**src/rtl/fb_scanout_arbiter_if.sv**
```systemverilog
// Host-side access port of the framebuffer/SPRAM arbiter.
// host_req is held with stable payload until a cycle where host_ready is high; that cycle is the transfer.
// Writes commit in the transfer cycle. For reads, host_rvalid pulses the following cycle with host_rdata.
interface fb_scanout_arbiter_if;
    logic        host_req;
    logic        host_we;
    logic [13:0] host_addr;
    logic [15:0] host_wdata;
    logic [3:0]  host_mask;
    logic        host_ready;
    logic [15:0] host_rdata;
    logic        host_rvalid;

    modport master (
        output host_req, host_we, host_addr, host_wdata, host_mask,
        input  host_ready, host_rdata, host_rvalid
    );

    modport slave (
        input  host_req, host_we, host_addr, host_wdata, host_mask,
        output host_ready, host_rdata, host_rvalid
    );
endinterface

```
**src/rtl/fb_scanout_arbiter.sv**
```systemverilog
// Shares one 16K x 16 SPRAM between 160x120x4bpp VGA scanout and a host port.
// Video owns ph==12 of each fetch column; the host gets every other cycle.
module fb_scanout_arbiter #(
    parameter logic [13:0] FB_BASE = 14'd0
) (
    input  logic                       i_clk_25mhz,
    input  logic                       i_resetn,
    input  logic [9:0]                 i_hpos,
    input  logic [9:0]                 i_vpos,
    input  logic                       i_display_valid,
    output logic [13:0]                o_spram_addr,
    output logic [15:0]                o_spram_wdata,
    output logic [3:0]                 o_spram_maskwren,
    output logic                       o_spram_wren,
    input  logic [15:0]                i_spram_rdata,
    fb_scanout_arbiter_if.slave        host_bus,
    output logic [3:0]                 o_pixel,
    output logic                       o_pixel_valid
);

    logic [5:0]  w_col;
    logic [3:0]  w_ph;
    logic [9:0]  w_vn;
    logic        w_cur_slot;
    logic        w_next_slot;
    logic        w_video_slot;
    logic [6:0]  w_fy;
    logic [5:0]  w_vcol;
    logic [13:0] w_vaddr;
    logic        w_host_ready;
    logic        w_host_rvalid;

    logic [13:0] r_addr_hold;
    logic        r_vid_rd;
    logic        r_host_rd;
    logic [15:0] r_pend_word;
    logic [15:0] r_cur_word;
    logic [15:0] r_rdata_hold;
    logic [3:0]  r_pixel;
    logic        r_pixel_valid;

    assign w_col = i_hpos[9:4];
    assign w_ph  = i_hpos[3:0];
    assign w_vn  = (i_vpos == 10'd524) ? 10'd0 : i_vpos + 10'd1;

    // Columns 1..39 of this line are fetched one column ahead; column 0 of the
    // next line is fetched in the last column of horizontal blanking.
    assign w_cur_slot   = (w_ph == 4'd12) && (w_col <= 6'd38) && (i_vpos < 10'd480);
    assign w_next_slot  = (w_ph == 4'd12) && (w_col == 6'd49) && (w_vn < 10'd480);
    assign w_video_slot = w_cur_slot | w_next_slot;

    assign w_fy    = w_next_slot ? w_vn[8:2] : i_vpos[8:2];
    assign w_vcol  = w_next_slot ? 6'd0 : w_col + 6'd1;
    // fy*40 = fy*32 + fy*8; the sum wraps at 14 bits.
    assign w_vaddr = FB_BASE + {2'b00, w_fy, 5'b00000} + {4'b0000, w_fy, 3'b000}
                   + {8'h00, w_vcol};

    assign w_host_ready  = i_resetn & host_bus.host_req & ~w_video_slot;
    assign w_host_rvalid = i_resetn & r_host_rd;

    always_comb begin
        o_spram_addr     = r_addr_hold;
        o_spram_wdata    = 16'h0000;
        o_spram_maskwren = 4'b0000;
        o_spram_wren     = 1'b0;
        if (i_resetn && w_video_slot) begin
            o_spram_addr = w_vaddr;
        end else if (w_host_ready) begin
            o_spram_addr = host_bus.host_addr;
            if (host_bus.host_we) begin
                o_spram_wren     = 1'b1;
                o_spram_maskwren = host_bus.host_mask;
                o_spram_wdata    = host_bus.host_wdata;
            end
        end
    end

    always_ff @(posedge i_clk_25mhz) begin
        if (!i_resetn) begin
            r_addr_hold   <= 14'd0;
            r_vid_rd      <= 1'b0;
            r_host_rd     <= 1'b0;
            r_pend_word   <= 16'h0000;
            r_cur_word    <= 16'h0000;
            r_rdata_hold  <= 16'h0000;
            r_pixel       <= 4'h0;
            r_pixel_valid <= 1'b0;
        end else begin
            r_addr_hold <= o_spram_addr;
            r_vid_rd    <= w_video_slot;
            r_host_rd   <= w_host_ready & ~host_bus.host_we;
            if (r_vid_rd) begin
                r_pend_word <= i_spram_rdata;
            end
            if (w_ph == 4'd15) begin
                r_cur_word <= r_pend_word;
            end
            if (r_host_rd) begin
                r_rdata_hold <= i_spram_rdata;
            end
            // Each nibble covers 4 display pixels; nibble [3:0] is leftmost.
            r_pixel       <= i_display_valid ? r_cur_word[{i_hpos[3:2], 2'b00} +: 4] : 4'h0;
            r_pixel_valid <= i_display_valid;
        end
    end

    assign host_bus.host_ready  = w_host_ready;
    assign host_bus.host_rvalid = w_host_rvalid;
    assign host_bus.host_rdata  = w_host_rvalid ? i_spram_rdata : r_rdata_hold;
    assign o_pixel              = r_pixel;
    assign o_pixel_valid        = r_pixel_valid;

endmodule

```
**src/flat_wrapper.sv**
```systemverilog
// flat-port wrapper written by rule: the top's interface ports become plain ports
module fb_scanout_arbiter_flat 
#(
    parameter logic [13:0] FB_BASE = 14'd0
)
  (i_clk_25mhz, i_resetn, i_hpos, i_vpos, i_display_valid, o_spram_addr, o_spram_wdata, o_spram_maskwren, o_spram_wren, i_spram_rdata, o_pixel, o_pixel_valid, host_bus_host_req, host_bus_host_we, host_bus_host_addr, host_bus_host_wdata, host_bus_host_mask, host_bus_host_ready, host_bus_host_rdata, host_bus_host_rvalid);
  fb_scanout_arbiter_if host_bus_i ();
  input  logic i_clk_25mhz;
  input  logic i_resetn;
  input  logic [9:0] i_hpos;
  input  logic [9:0] i_vpos;
  input  logic i_display_valid;
  output logic [13:0] o_spram_addr;
  output logic [15:0] o_spram_wdata;
  output logic [3:0] o_spram_maskwren;
  output logic o_spram_wren;
  input  logic [15:0] i_spram_rdata;
  output logic [3:0] o_pixel;
  output logic o_pixel_valid;
  input wire logic [$bits(host_bus_i.host_req)-1:0] host_bus_host_req;
  input wire logic [$bits(host_bus_i.host_we)-1:0] host_bus_host_we;
  input wire logic [$bits(host_bus_i.host_addr)-1:0] host_bus_host_addr;
  input wire logic [$bits(host_bus_i.host_wdata)-1:0] host_bus_host_wdata;
  input wire logic [$bits(host_bus_i.host_mask)-1:0] host_bus_host_mask;
  output wire logic [$bits(host_bus_i.host_ready)-1:0] host_bus_host_ready;
  output wire logic [$bits(host_bus_i.host_rdata)-1:0] host_bus_host_rdata;
  output wire logic [$bits(host_bus_i.host_rvalid)-1:0] host_bus_host_rvalid;
  assign host_bus_i.host_req = host_bus_host_req;
  assign host_bus_i.host_we = host_bus_host_we;
  assign host_bus_i.host_addr = host_bus_host_addr;
  assign host_bus_i.host_wdata = host_bus_host_wdata;
  assign host_bus_i.host_mask = host_bus_host_mask;
  assign host_bus_host_ready = host_bus_i.host_ready;
  assign host_bus_host_rdata = host_bus_i.host_rdata;
  assign host_bus_host_rvalid = host_bus_i.host_rvalid;
  fb_scanout_arbiter #(.FB_BASE(FB_BASE)) u_core (.i_clk_25mhz(i_clk_25mhz), .i_resetn(i_resetn), .i_hpos(i_hpos), .i_vpos(i_vpos), .i_display_valid(i_display_valid), .o_spram_addr(o_spram_addr), .o_spram_wdata(o_spram_wdata), .o_spram_maskwren(o_spram_maskwren), .o_spram_wren(o_spram_wren), .i_spram_rdata(i_spram_rdata), .host_bus(host_bus_i), .o_pixel(o_pixel), .o_pixel_valid(o_pixel_valid));
endmodule
```
**config.mk**
```make
export PLATFORM = sky130hd
export DESIGN_NAME = fb_scanout_arbiter_flat
export DESIGN_NICKNAME = d
export VERILOG_FILES = /design/src/rtl/fb_scanout_arbiter_if.sv /design/src/rtl/fb_scanout_arbiter.sv /design/src/flat_wrapper.sv
export SDC_FILE = /design/constraint.sdc
export NUM_CORES = 1
export LEC_CHECK = 0
export CORE_UTILIZATION = 46
export CTS_CLUSTER_SIZE = 14
export DETAILED_ROUTE_END_ITERATION = 12
export GPL_TIMING_DRIVEN = 0
export PLACE_DENSITY = 0.85
export SLEW_MARGIN = 5
export SYNTH_ARGS = -nofsm -noshare
export SYNTH_HDL_FRONTEND = slang
export SYNTH_SLANG_ARGS = --single-unit
```
**constraint.sdc**
```tcl
create_clock -name i_clk_25mhz -period 12.8 [get_ports i_clk_25mhz]
set_clock_uncertainty 0.2 [all_clocks]
set_input_delay 3.84 -clock i_clk_25mhz [delete_from_list [all_inputs] [get_ports i_clk_25mhz]]
set_output_delay 3.84 -clock i_clk_25mhz [all_outputs]
set_load 0.02 [all_outputs]
```
==> run summary <==
status - completed
antenna-violating nets left - 0
die area - 8670 µm²
Mapped Area - 3820 µm²
Syn Nets - 527
vias per cell - 5.53
maximum vdd drop - 0.0609 mV
number of distinct library cells after synthesis - 54
post-layout net count - 668
Seq/Total Area, Yosys - 36.2%
Final Hold Fails - 0
HP Class - reg2reg
all-layer global routing usage - 25.9%
Power Density - 89.8 nW/µm²
Critical Path RT - 8760 ps
clock tree buffer depth - 2
root buf cell - clkbuf_8
Main synth FF type - dfxtp_1
crit share post-route - 98.6%
final worst slack - 180 ps
Post-synth EDFFs - 0
non-filler cells, final - 687
critical path launch point type - input port
Ant. Diodes - 0
routed vias - 3801
area of the multi-input gates - 2400 µm²
RSZ-0062 raised after global routing - no
vias in the first global route - 3744
placed insts - 669
synth warn - 0
GRT overflow - 0
Setup TNS Final - 0 ps
1st-pass router iterations - 5
setup violators final - 0
MaxCap Viol Count - 0
Fin Hold WS - 255 ps
area grow syn2layout - 44.5%
WP data arrival - 8580 ps
largest net degree at the start of global routing - 14
core area - 7890 µm²
worst rel slew slack - 52.9%
chip width - 93.1 µm
critical path peak fanout - 5
gp weighted congestion - 0.874
row count - 32
Max Fclk - 0.0792 GHz
initial antenna violation count - 0
share of cells above drive strength 1 - 11.1%
register area - 1380 µm²
#FFs+latches synth - 69
dpl ws - -559 ps
CP Class - in2out
PortBufs - 128
number of CTS-inserted buffers - 9
Total Power - 0.496 mW
Post-Syn Instances - 439
register clock-pin slew on the reported worst setup and hold paths - 80 ps
wire per inst - 16.0 µm
CTS tree - yes
critical path endpoint category - output pin
Worst-Skew Late Latency - 350 ps
Worst-Margin Slew - 706 ps
IO Pins - 133
placed cell area - 5230 µm²
1st-iter DRT viols - 293
CTS sink count - 69
DIE HEIGHT - 93.1 µm
min cycle time layout - 12620 ps
max-slew violation count - 0
first-pass GRT wire length - 17700 µm
final instance area - 5520 µm²
Filler Cells Inserted - 601
Final Util - 70.0%
Lkg Pwr - 2.11 nW
CTS H-tree depth - 3
HPWL after DPL - 8580 µm
Post-synth ARST share - 0%
syn avg cell area - 8.70 µm²
Remaining DRCs - 0
starting density of the core - 48.4%
WL final - 11000 µm
layer usage:
metal  share of wire (%)  GRT usage, %  vias to the layer above
met2                  48          46.9                      200
met3                 7.9          5.61                       20
met5                   0             0                        -
met4                 1.8          7.31                        0
li1                    -             -                     1837
met1                  42          30.6                     1744
registers in the layout (all words and copies together) (netlist names):
| register | cells |
|---|---|
| u_core.o_pixel | 4 |
| u_core.o_pixel_valid | 1 |
| u_core.r_addr_hold | 14 |
| u_core.r_cur_word | 16 |
| u_core.r_host_rd | 1 |
| u_core.r_pend_word | 16 |
| u_core.r_rdata_hold | 16 |
| u_core.r_vid_rd | 1 |
area by class of cell:
class | instances | share of cell area [%]
Clock buffer | 9 | 2.24
Inverter | 7 | 0.499
Multi-Input combinational cell | 339 | 43.5
Clock inverter | 7 | 0.907
Tap cell | 102 | 2.31
Sequential cell | 69 | 25.0
Buffer | 24 | 1.86
Timing Repair Buffer | 130 | 23.7
cell usage after synthesis, types with 5 or more instances:
library cell,count,area [µm²]
dfxtp_1,69,1380
nand2_1,53,199
nor2_1,51,191
mux2i_1,33,330
a21oi_1,25,125
and3_1,25,156
and2_1,18,113
clkbuf_1,17,63.8
mux2_2,17,191
nand3_1,13,65.1
ha_1,11,138
o21ai_0,10,50.1
xnor2_1,9,78.8
a221o_1,6,60.1
nor3_1,6,30.0
a31oi_1,5,31.3
inv_1,5,18.8
nand4_1,5,31.3
xor2_1,5,43.8
where the power goes:
| part | total [mW] | leakage (nW) | internal (mW) | switching [mW] |
|---|---|---|---|---|
| logic | 0.120 | 1.47 | 0.0593 | 0.0604 |
| clock network | 0.155 | 0.0816 | 0.0704 | 0.0850 |
| registers | 0.221 | 0.559 | 0.219 | 0.00168 |
| total | 0.496 | 2.11 | 0.349 | 0.147 |
layout by cell type (no fill, tap or decap), types with 3 or more instances in the layout:
cell type        instances
a31oi_1                  5
xor2_1                   3
nand2_1                 53
clkbuf_1                17
and2_1                  18
dlymetal6s2s_1           5
clkinvlp_4               3
mux2i_1                 33
buf_2                    4
xnor2_1                  9
clkinv_2                 3
nand3_1                 13
o21ai_1                  6
dfxtp_1                 69
nand4_1                  5
o211ai_1                 4
inv_1                    5
and3_1                  25
a21oi_1                 25
nor2_1                  50
o21ai_0                  4
ha_1                    11
mux4_2                   4
nor3_1                   4
a221o_1                  6
mux2_2                  17
clkdlybuf4s50_1        121
clkbuf_8                 9
timing repair:
item,4_1_cts,5_1_grt
pin swaps,2,1
setup buffers,1,1
hold buffers,0,0
cloned,0,0
endpoints found under the setup margin,5,4
gates resized for setup,10,20
worst max-delay path: stages:
cell and delay [ps]:
clkdlybuf4s50_1 490, or4b_4 590, o31ai_4 220, a41oi_2 110, or3_4 450, o21ai_1 170, o31ai_2 130, ha_1 250
fa_2 400, a211oi_4 310, nor3b_2 100, or4_1 520, nor3_2 210, nor4b_2 70, a211oi_1 280, nand2_1 100
dlygate4sd2_1 330
cell families after synthesis:
family / synth area share [%]
compound gates: 11.9
xor+xnor: 3.21
simple gates: 24.7
buf+inv: 3.41
flops: 36.2
fa+ha+maj: 4.65
mux: 16.0
path summary, 6_finish.rpt:
kind,from,to,slack (ps),cells after the start
worst max register to register,u_core.r_host_rd,u_core.r_rdata_hold[12],10820,4
worst min register to register,u_core.r_cur_word[5],u_core.r_cur_word[5],260,2
worst min-delay path,u_core.r_cur_word[5],u_core.r_cur_word[5],260,2
worst max-delay path,i_vpos[7],o_spram_addr[10],180,17
No activity file was read; power rests on OpenSTA's default activity.
